**src/rtl/id_ex_pipe_stage.sv**
```systemverilog
// ID/EX pipeline stage: decode-to-execute register with valid/ready
// handshake, optional skid buffer, flush and bubble-safe writeback.
module id_ex_pipe_stage #(
  parameter int DATA_W = 10,
  parameter int ADDR_W = 3,
  parameter int CTRL_W = 3,
  parameter int SKID   = 1
) (
  input  logic              clk,
  input  logic              reset,
  input  logic              flush,
  input  logic              in_valid,
  output logic              in_ready,
  input  logic [DATA_W-1:0] aluA_in,
  input  logic [DATA_W-1:0] aluB_in,
  input  logic [ADDR_W-1:0] gp_rdata1_address_in,
  input  logic [ADDR_W-1:0] gp_rdata2_address_in,
  input  logic [CTRL_W-1:0] alu_ctrl_in,
  input  logic              gp_reg_wb_in,
  output logic              out_valid,
  input  logic              out_ready,
  output logic [DATA_W-1:0] aluA_out,
  output logic [DATA_W-1:0] aluB_out,
  output logic [ADDR_W-1:0] gp_rdata1_address_out,
  output logic [ADDR_W-1:0] gp_rdata2_address_out,
  output logic [CTRL_W-1:0] alu_ctrl_out,
  output logic              gp_reg_wb_out,
  output logic [1:0]        occupancy
);

  localparam int PW = 2*DATA_W + 2*ADDR_W + CTRL_W + 1;

  logic          m_vld_q, m_vld_d;
  logic          s_vld_q, s_vld_d;
  logic [PW-1:0] m_dat_q, m_dat_d;
  logic [PW-1:0] s_dat_q, s_dat_d;
  logic [PW-1:0] in_dat;
  logic          accept;
  logic          m_load;
  logic          m_wb;

  assign in_dat = {aluA_in, aluB_in,
                   gp_rdata1_address_in,
                   gp_rdata2_address_in,
                   alu_ctrl_in, gp_reg_wb_in};

  generate
    if (SKID != 0) begin : g_skid
      assign in_ready = ~s_vld_q;
    end else begin : g_noskid
      assign in_ready = ~m_vld_q | out_ready;
    end
  endgenerate

  assign accept = in_valid & in_ready;
  assign m_load = ~m_vld_q | out_ready;

  // Next-state: flush squashes; otherwise refill M from S, then input.
  always_comb begin
    m_vld_d = m_vld_q;
    s_vld_d = s_vld_q;
    m_dat_d = m_dat_q;
    s_dat_d = s_dat_q;
    if (flush) begin
      m_vld_d = 1'b0;
      s_vld_d = 1'b0;
    end else begin
      if (m_load) begin
        if (s_vld_q) begin
          m_vld_d = 1'b1;
          m_dat_d = s_dat_q;
          s_vld_d = 1'b0;
        end else if (accept) begin
          m_vld_d = 1'b1;
          m_dat_d = in_dat;
        end else begin
          m_vld_d = 1'b0;
        end
      end
      if ((SKID != 0) && accept && !m_load) begin
        s_vld_d = 1'b1;
        s_dat_d = in_dat;
      end
    end
  end

  // State registers; reset drops any in-flight entry.
  always_ff @(posedge clk or negedge reset) begin
    if (!reset) begin
      m_vld_q <= 1'b0;
      s_vld_q <= 1'b0;
      m_dat_q <= '0;
      s_dat_q <= '0;
    end else begin
      m_vld_q <= m_vld_d;
      s_vld_q <= s_vld_d;
      m_dat_q <= m_dat_d;
      s_dat_q <= s_dat_d;
    end
  end

  assign {aluA_out, aluB_out,
          gp_rdata1_address_out,
          gp_rdata2_address_out,
          alu_ctrl_out, m_wb} = m_dat_q;

  assign out_valid     = m_vld_q;
  assign gp_reg_wb_out = m_vld_q & m_wb;
  assign occupancy     = {1'b0, m_vld_q} + {1'b0, s_vld_q};

endmodule

```
**config.mk**
```make
export PLATFORM = sky130hd
export DESIGN_NAME = id_ex_pipe_stage
export DESIGN_NICKNAME = d
export VERILOG_FILES = /design/src/rtl/id_ex_pipe_stage.sv
export SDC_FILE = /design/constraint.sdc
export NUM_CORES = 1
export LEC_CHECK = 0
export ABC_AREA = 1
export CORE_ASPECT_RATIO = 1.75
export CORE_MARGIN = 2
export CORE_UTILIZATION = 35
export DETAILED_ROUTE_END_ITERATION = 16
export PLACE_DENSITY = 0.56
export SLEW_MARGIN = 20
export SYNTH_ARGS = -nofsm -noshare
export SYNTH_HDL_FRONTEND = slang
export SYNTH_SLANG_ARGS = --single-unit
```
**constraint.sdc**
```tcl
create_clock -name clk -period 3.05 [get_ports clk]
set_clock_uncertainty 0.1 [all_clocks]
set_input_delay 0.305 -clock clk [delete_from_list [all_inputs] [get_ports clk]]
set_output_delay 0.305 -clock clk [all_outputs]
set_load 0.03 [all_outputs]
```
Yosys cells after proc, flatten, opt, wreduce, memory -nomap -nowiden
Index checks and enable logic that the tools add are counted.

Add/sub/neg operators: 1. Muxes and demuxes: 9. Bitwise operators: 6. Reduce and logical (&&, ||, !) cells: 7.

Operator list (number): $mux 30 (2); $mux 1 (7); $reduce_bool 2->1 (2); $not 1->1 (3); $reduce_and 3->1 (1); $reduce_bool 3->1 (1); $add 1x1->2 (1); $and 1x1->1 (2); $reduce_and 2->1 (1); $logic_and 1x1->1 (1); $logic_not 1->1 (1); $or 1x1->1 (1).

Bits in registers: 62. Input port bits: 35. Logic and storage cells: 27.

Depth between registers and ports, before layout
Gate-level depths: netlist of run 1.

Depth in word-level cells: 6. Mapped depth: 7. Mapped depth without buffers: 5.

Worst setup path after synthesis of run 1
No wires, ideal clock.

Path type: register to output. Start: reg m_vld_q, in the netlist out_valid. End: out occupancy[0]. Data arrival time: 1005 ps. Data required time: 2645 ps. Setup slack: 1640 ps. Cell stages (with the launch flop): 2. Path buffers: 0. Cell sequence: dfrtp_1 > ha_1.

Cells in the longest elaborated chain, start to end: 1.

Ends and longest elaborated chain: from (decl) (line 33) `logic m_vld_q, m_vld_d;`; from (signal assigned) (line 95) `m_vld_q <= m_vld_d;`; $add 1x1->2 (line 109) `assign occupancy = {1'b0, m_vld_q} + {1'b0, s_vld_q};`; to (decl) (line 28) `output logic [1:0] occupancy`.

Every way passes these cells.

Worst setup path after layout of run 1
Start: reg s_vld_q. End: out in_ready.

Cells in the longest elaborated chain, start to end: 1.

Ends and longest elaborated chain: from (decl) (line 34) `logic s_vld_q, s_vld_d;`; from (signal assigned) (line 96) `s_vld_q <= s_vld_d;`; $not 1->1 (line 49) `assign in_ready = ~s_vld_q;`; to (decl) (line 13) `output logic in_ready,`.

Every way passes these cells.

==> out/qor.yml, run 1 <==
timing:
  setup_viol: 0
  setup_slack_ns: 0.554
  slew_violations: 0
  whs_ns: 0.367
  hold_violations: 0
  max-slew-margin-rel_pct: 46.7
  worst_slew_pin_slew_ns: 0.800
  period_share_pct: 81.8
  final_period_minus_worst_setup_slack_ns: 2.50
  rsz0062_at_grt: "no"
  fmax_mhz: 401
  fin_tns_setup_ns: 0
cts:
  h-tree-depth: 3
  clk_latency_ns: 0.32
  cts_tree: "yes"
  cts_buffer_depth: 2
  clock-sinks: 62
  clkTransAtPathRegs_ns: 0.05
  post_cts_buffers: 0
  cts_made_buffers: 9
  root_buffer: "clkbuf_16"
worst_setup_path:
  crit_path_max_fanout: 19
  worstPathRequired_ns: 2.64
  crit_path_end_kind: "output port"
  cp_data_arrival_time_ns: 2.09
  r2r_end: "m_dat_q[6]"
  r2r_start: "s_vld_q"
  reg2reg_depth: 6
  crit_type: "flip-flop to output port"
  critPathLaunchType: "flip-flop"
  reg2reg_slack_ns: 0.93
cells_and_area:
  multi_input_area_um2: 1170
  drive_gt1_share_pct: 6.95
  num_antenna_cells: 0
  syn2layout_area_growth_pct: 27.9
  layout_common_cells: "212 x nand2_1, 67 x clkdlybuf4s50_1, 62 x nand3_1, 62 x dfrtp_1, 9 x clkbuf_16"
  n_fill_cell: 879
  final-seq-area_um2: 1550
  finish.instance_area_um2: 3960
  layout_commonest_cell: "nand2_1"
  final_nets: 477
min_path:
  min_from: "s_dat_q[8]"
  min_path_type: "flip-flop to flip-flop"
  holdPathStages: 2
  hold_end: "s_dat_q[8]"
floorplanning:
  die_h_um: 128
  chipWidth_um: 75.1
  core.rowCount: 45
  die-area_um2: 9630
  start_util_pct: 35.9
  core_area_um2: 8610
  io_pins: 69
pwr:
  p_total_mw: 2.57
  ir_drop_uv: 327
  p_leak_nw: 2.05
  powerDensity_nw_per_um2: 649
placed_design:
  io_buffers: 68
  place_area_um2: 3660
  hpwl_mm: 5.17
  routabilityCongestion: 0.763
  dpl_worst_slack_ns: 0.869
grt:
  antenna_found_initial: 0
  grt_overflow: 0
  grt_pass1_wl_mm: 12.8
  track_usage_pct: 17.8
  grt_max_degree: 34
  grt_pass1_vias: 2486
synthesis:
  synth_top_area_cell: "dfrtp_1"
  synth_seq_cells: 62
  syn_inst: 405
  netlist_area_um2: 3090
  synth_seq_area_share_pct: 50.2
  postSynthAreaPerCell_um2: 7.64
  synth_top_area_share_pct: 50.2
  ys_warn_count: 0
  synthTopCellsByArea: "dfrtp_1 50%, nand2_1 26%, nand3_1 10%"
  syn-num-nets: 441
  synth_cell_types: 16
flow_run:
  cap_violations: 0
detailed_routing:
  dr.pass1.iters: 4
  wl_mm: 7.83
  ant_nets: 0
  vias: 2573
  post-route-drc-count: 0
  drtIter0Drc: 225
  wl_per_cell_um: 13.9
  routed_via_density: 4.57
run_status:
  status: "finished clean"
-- flip-flops by register name (all words and copies together) (netlist names) --
name / cells
s_dat_q: 30
s_vld_q: 1
m_dat_q: 30
out_valid: 1
-- report_power, final --
part / switching [mW] / leakage [nW] / total, mW / internal, mW
sequential: 0.0843 / 0.779 / 1.06 / 0.978
clock: 0.330 / 0.137 / 0.947 / 0.617
combinational: 0.324 / 1.13 / 0.557 / 0.233
-- synth_stat cells --
cell type	count
nor2_4	1
a21oi_1	1
nand2_1	212
buf_4	34
nand3_1	62
inv_1	3
nor3_1	1
buf_2	18
clkbuf_1	1
nor2_2	2
nand2_2	1
inv_2	3
buf_1	1
ha_1	1
dfrtp_1	62
nor2_1	2
-- per-stage QoR --
stage	util, %	instances
2_1_floorplan	-	405
6_report	45.9	563
5_1_grt	45.9	563
4_1_cts	45.9	563
3_5_place_dp	42.5	546
3_3_place_gp	42.5	546
-- worst max-delay path: stages (launching register included) --
cell             delay [ns]
dfrtp_1                0.62
inv_2                  0.39
clkdlybuf4s50_1        0.75
-- cell type report --
cell class                 count  area share (%)
multi-input combinational    283            29.5
clock buffer                  16            7.12
tap                          117            3.70
sequential                    62            39.2
inverter                       6           0.569
timing repair buffer          79            19.9
-- per-layer routing --
layer	vias to the layer above	share of wire [%]	routed length, um	global-route usage (%)
li1	1302	-	-	-
met3	7	3.6	284	4.46
met5	-	0	0	0
met2	49	52	4060	28.1
met4	0	1.2	97	6.51
met1	1215	43	3390	23.3
-- kinds of logic (layout without fill, tap and decap cells) --
kind of cell,after synthesis,in the layout,share of synthesized area [%]
DFF,62,62,50.2
AOI/OAI and AO/OA,1,1,0.162
and+or+nand+nor,281,281,37.1
buffers and inverters,60,101,12.1
adders and majority gates,1,1,0.404
-- how the worst max path moves through the flow --
stage | slack (ns) | start | endpoint
2_1_floorplan | 1.64 | out_valid | occupancy[0]
3_3_place_gp | 0.89 | out_ready | s_dat_q[24]
3_5_place_dp | 0.87 | out_ready | s_dat_q[23]
4_1_cts | 0.55 | s_vld_q | in_ready
5_1_grt | 0.45 | s_vld_q | in_ready
6_report | 0.55 | s_vld_q | in_ready
-- repair_timing --
item / 4_1_cts / 5_1_grt
hold buffers: 1 / 0
gates resized for setup: 0 / 0
hold endpoints to repair: 32 / 0
No activity file was read; power rests on OpenSTA's default activity.
==> run 2: changes to the inputs <==
PLACE_DENSITY = 0.58   (was 0.56)
clock period = 2.28 ns   (was 3.05 ns; I/O delays follow)
==> out/qor.yml, run 2 (synthesized netlist as in run 1, its figures left out) <==
run_status:
  status: "finished clean"
pwr:
  p_total_mw: 3.42  # +33%
  ir_drop_uv: 370  # +13%
  powerDensity_nw_per_um2: 866  # +34%
  p_leak_nw: 2.06  # +0.43%
cts:
  cts_made_buffers: 9  # unchanged
  root_buffer: "clkbuf_16"
  clkTransAtPathRegs_ns: 0.05  # about the same
  cts_buffer_depth: 2  # unchanged
  cts_tree: "yes"
  postCtsResizedCells: 0  # unchanged
  clk_latency_ns: 0.33  # about the same
  h-tree-depth: 3  # unchanged
  clock-sinks: 62  # unchanged
timing:
  whs_ns: 0.368  # +0.000454 ns
  fin_tns_setup_ns: 0  # unchanged
  rsz0062_at_grt: "no"
  hold_violations: 0  # unchanged
  slew_violations: 0  # unchanged
  period_share_pct: 92.1
  setup_viol: 0  # unchanged
  max-slew-margin-rel_pct: 53.4  # +6.7 points
  final_period_minus_worst_setup_slack_ns: 2.10
  fmax_mhz: 476
  worst_slew_pin_slew_ns: 0.697  # -0.103 ns
detailed_routing:
  ant_nets: 0  # unchanged
  dr.pass1.iters: 4  # unchanged
  wl_mm: 7.55  # -3.6%
  routed_via_density: 4.62  # +0.99%
  post-route-drc-count: 0  # unchanged
  vias: 2603  # +1.2%
  wl_per_cell_um: 13.4  # -3.7%
  drtIter0Drc: 213  # -5.3%
cells_and_area:
  final_nets: 480  # +0.63%
  final_core_util_pct: 45.9  # -0.073 points
  num_antenna_cells: 0  # unchanged
  layout_commonest_cell: "nand2_1"
  syn2layout_area_growth_pct: 27.7
  layout_common_cells: "212 x nand2_1, 66 x clkdlybuf4s50_1, 62 x nand3_1, 62 x dfrtp_1, 14 x buf_4"
  drive_gt1_share_pct: 8.05  # +1.1 points
  reg_top3: "m_dat_q x30, s_dat_q x30"
  fin_cells: 564  # +0.18%
floorplanning:
  start_util_pct: 35.9  # unchanged
  core_area_um2: 8610  # unchanged
  die_h_um: 128  # unchanged
  chipWidth_um: 75.1  # unchanged
  die-area_um2: 9630  # unchanged
  core.rowCount: 45  # unchanged
  io_pins: 69  # unchanged
worst_setup_path:
  crit_path_end_kind: "output port"
  worstPathRequired_ns: 1.95  # -0.69 ns
  critPathLaunchType: "flip-flop"
  cp_data_arrival_time_ns: 1.77  # -0.32 ns
  crit_type: "flip-flop to output port"
  crit_path_max_fanout: 5  # -14
grt:
  grt_max_degree: 34  # unchanged
  grt_pass1_wl_mm: 12.7  # -0.22%
  grt_pass1_vias: 2661  # +7.0%
  grt_overflow: 0  # unchanged
  track_usage_pct: 17.5  # -0.28 points
  antenna_found_initial: 0  # unchanged
flow_run:
  cap_violations: 0  # unchanged
min_path:
  min_path_type: "flip-flop to flip-flop"
placed_design:
  io_buffers: 68  # unchanged
  hpwl_mm: 4.95  # -4.3%
  placed_cells: 549  # +0.55%
  routabilityCongestion: 0.735  # -3.7%
==> run 2: metal layers <==
layer	share of wire, %	GRT usage (%)	up-vias
li1	-	-	1311
met1	42	22.2	1218
met2	52	27.5	69
met3	5.1	4.31	5
met4	0.98	8.51	0
met5	0	0	-
==> run 2: what timing repair did <==
item / 4_1_cts / 5_1_grt
buffers inserted: 0 / 0
hold endpoints to repair: 28 / 0
setup endpoints to repair: 0 / 0
hold buffers: 1 / 0
==> run 2: worst max-delay path: stages (launching register included) <==
cell             delay [ns]
dfrtp_1                0.46
ha_1                   0.32
clkdlybuf4s50_1        0.66
==> run 2: area by class of cell <==
| class | count | area (um^2) |
|---|---|---|
| clock buffers | 13 | 270 |
| clock inverters | 1 | 5.00 |
| fillers | 885 | 4660 |
| inverters | 6 | 22.5 |
| multi-input cells | 283 | 1170 |
| flip-flops and latches | 62 | 1550 |
| well taps | 117 | 146 |
| repair buffers | 82 | 781 |
==> run 2: stage by stage <==
step                instance area, um^2  worst slack [ns]
finish                             3950             0.181
global route                       3950             0.129
CTS                                3950             0.156
detailed placement                 3660             0.345
global placement                   3660             0.123
floorplan                          3090             0.947
==> run 2: final timing paths <==
check,startpoint,endpoint,slack (ns),cells after the start
max in group asynchronous,reset,s_dat_q[7],0.99,3
min in group asynchronous,reset,m_dat_q[16],0.40,2
worst max-delay path,s_vld_q,occupancy[0],0.18,2
worst max register to register,out_valid,m_dat_q[23],0.61,6
worst min-delay path,s_dat_q[13],s_dat_q[13],0.37,2
worst min register to register,s_dat_q[13],s_dat_q[13],0.37,2
==> run 2: power by group <==
| group | leakage, nW | internal, mW | switching [mW] |
|---|---|---|---|
| logic | 1.14 | 0.312 | 0.430 |
| clock network | 0.138 | 0.809 | 0.449 |
| registers | 0.779 | 1.31 | 0.113 |
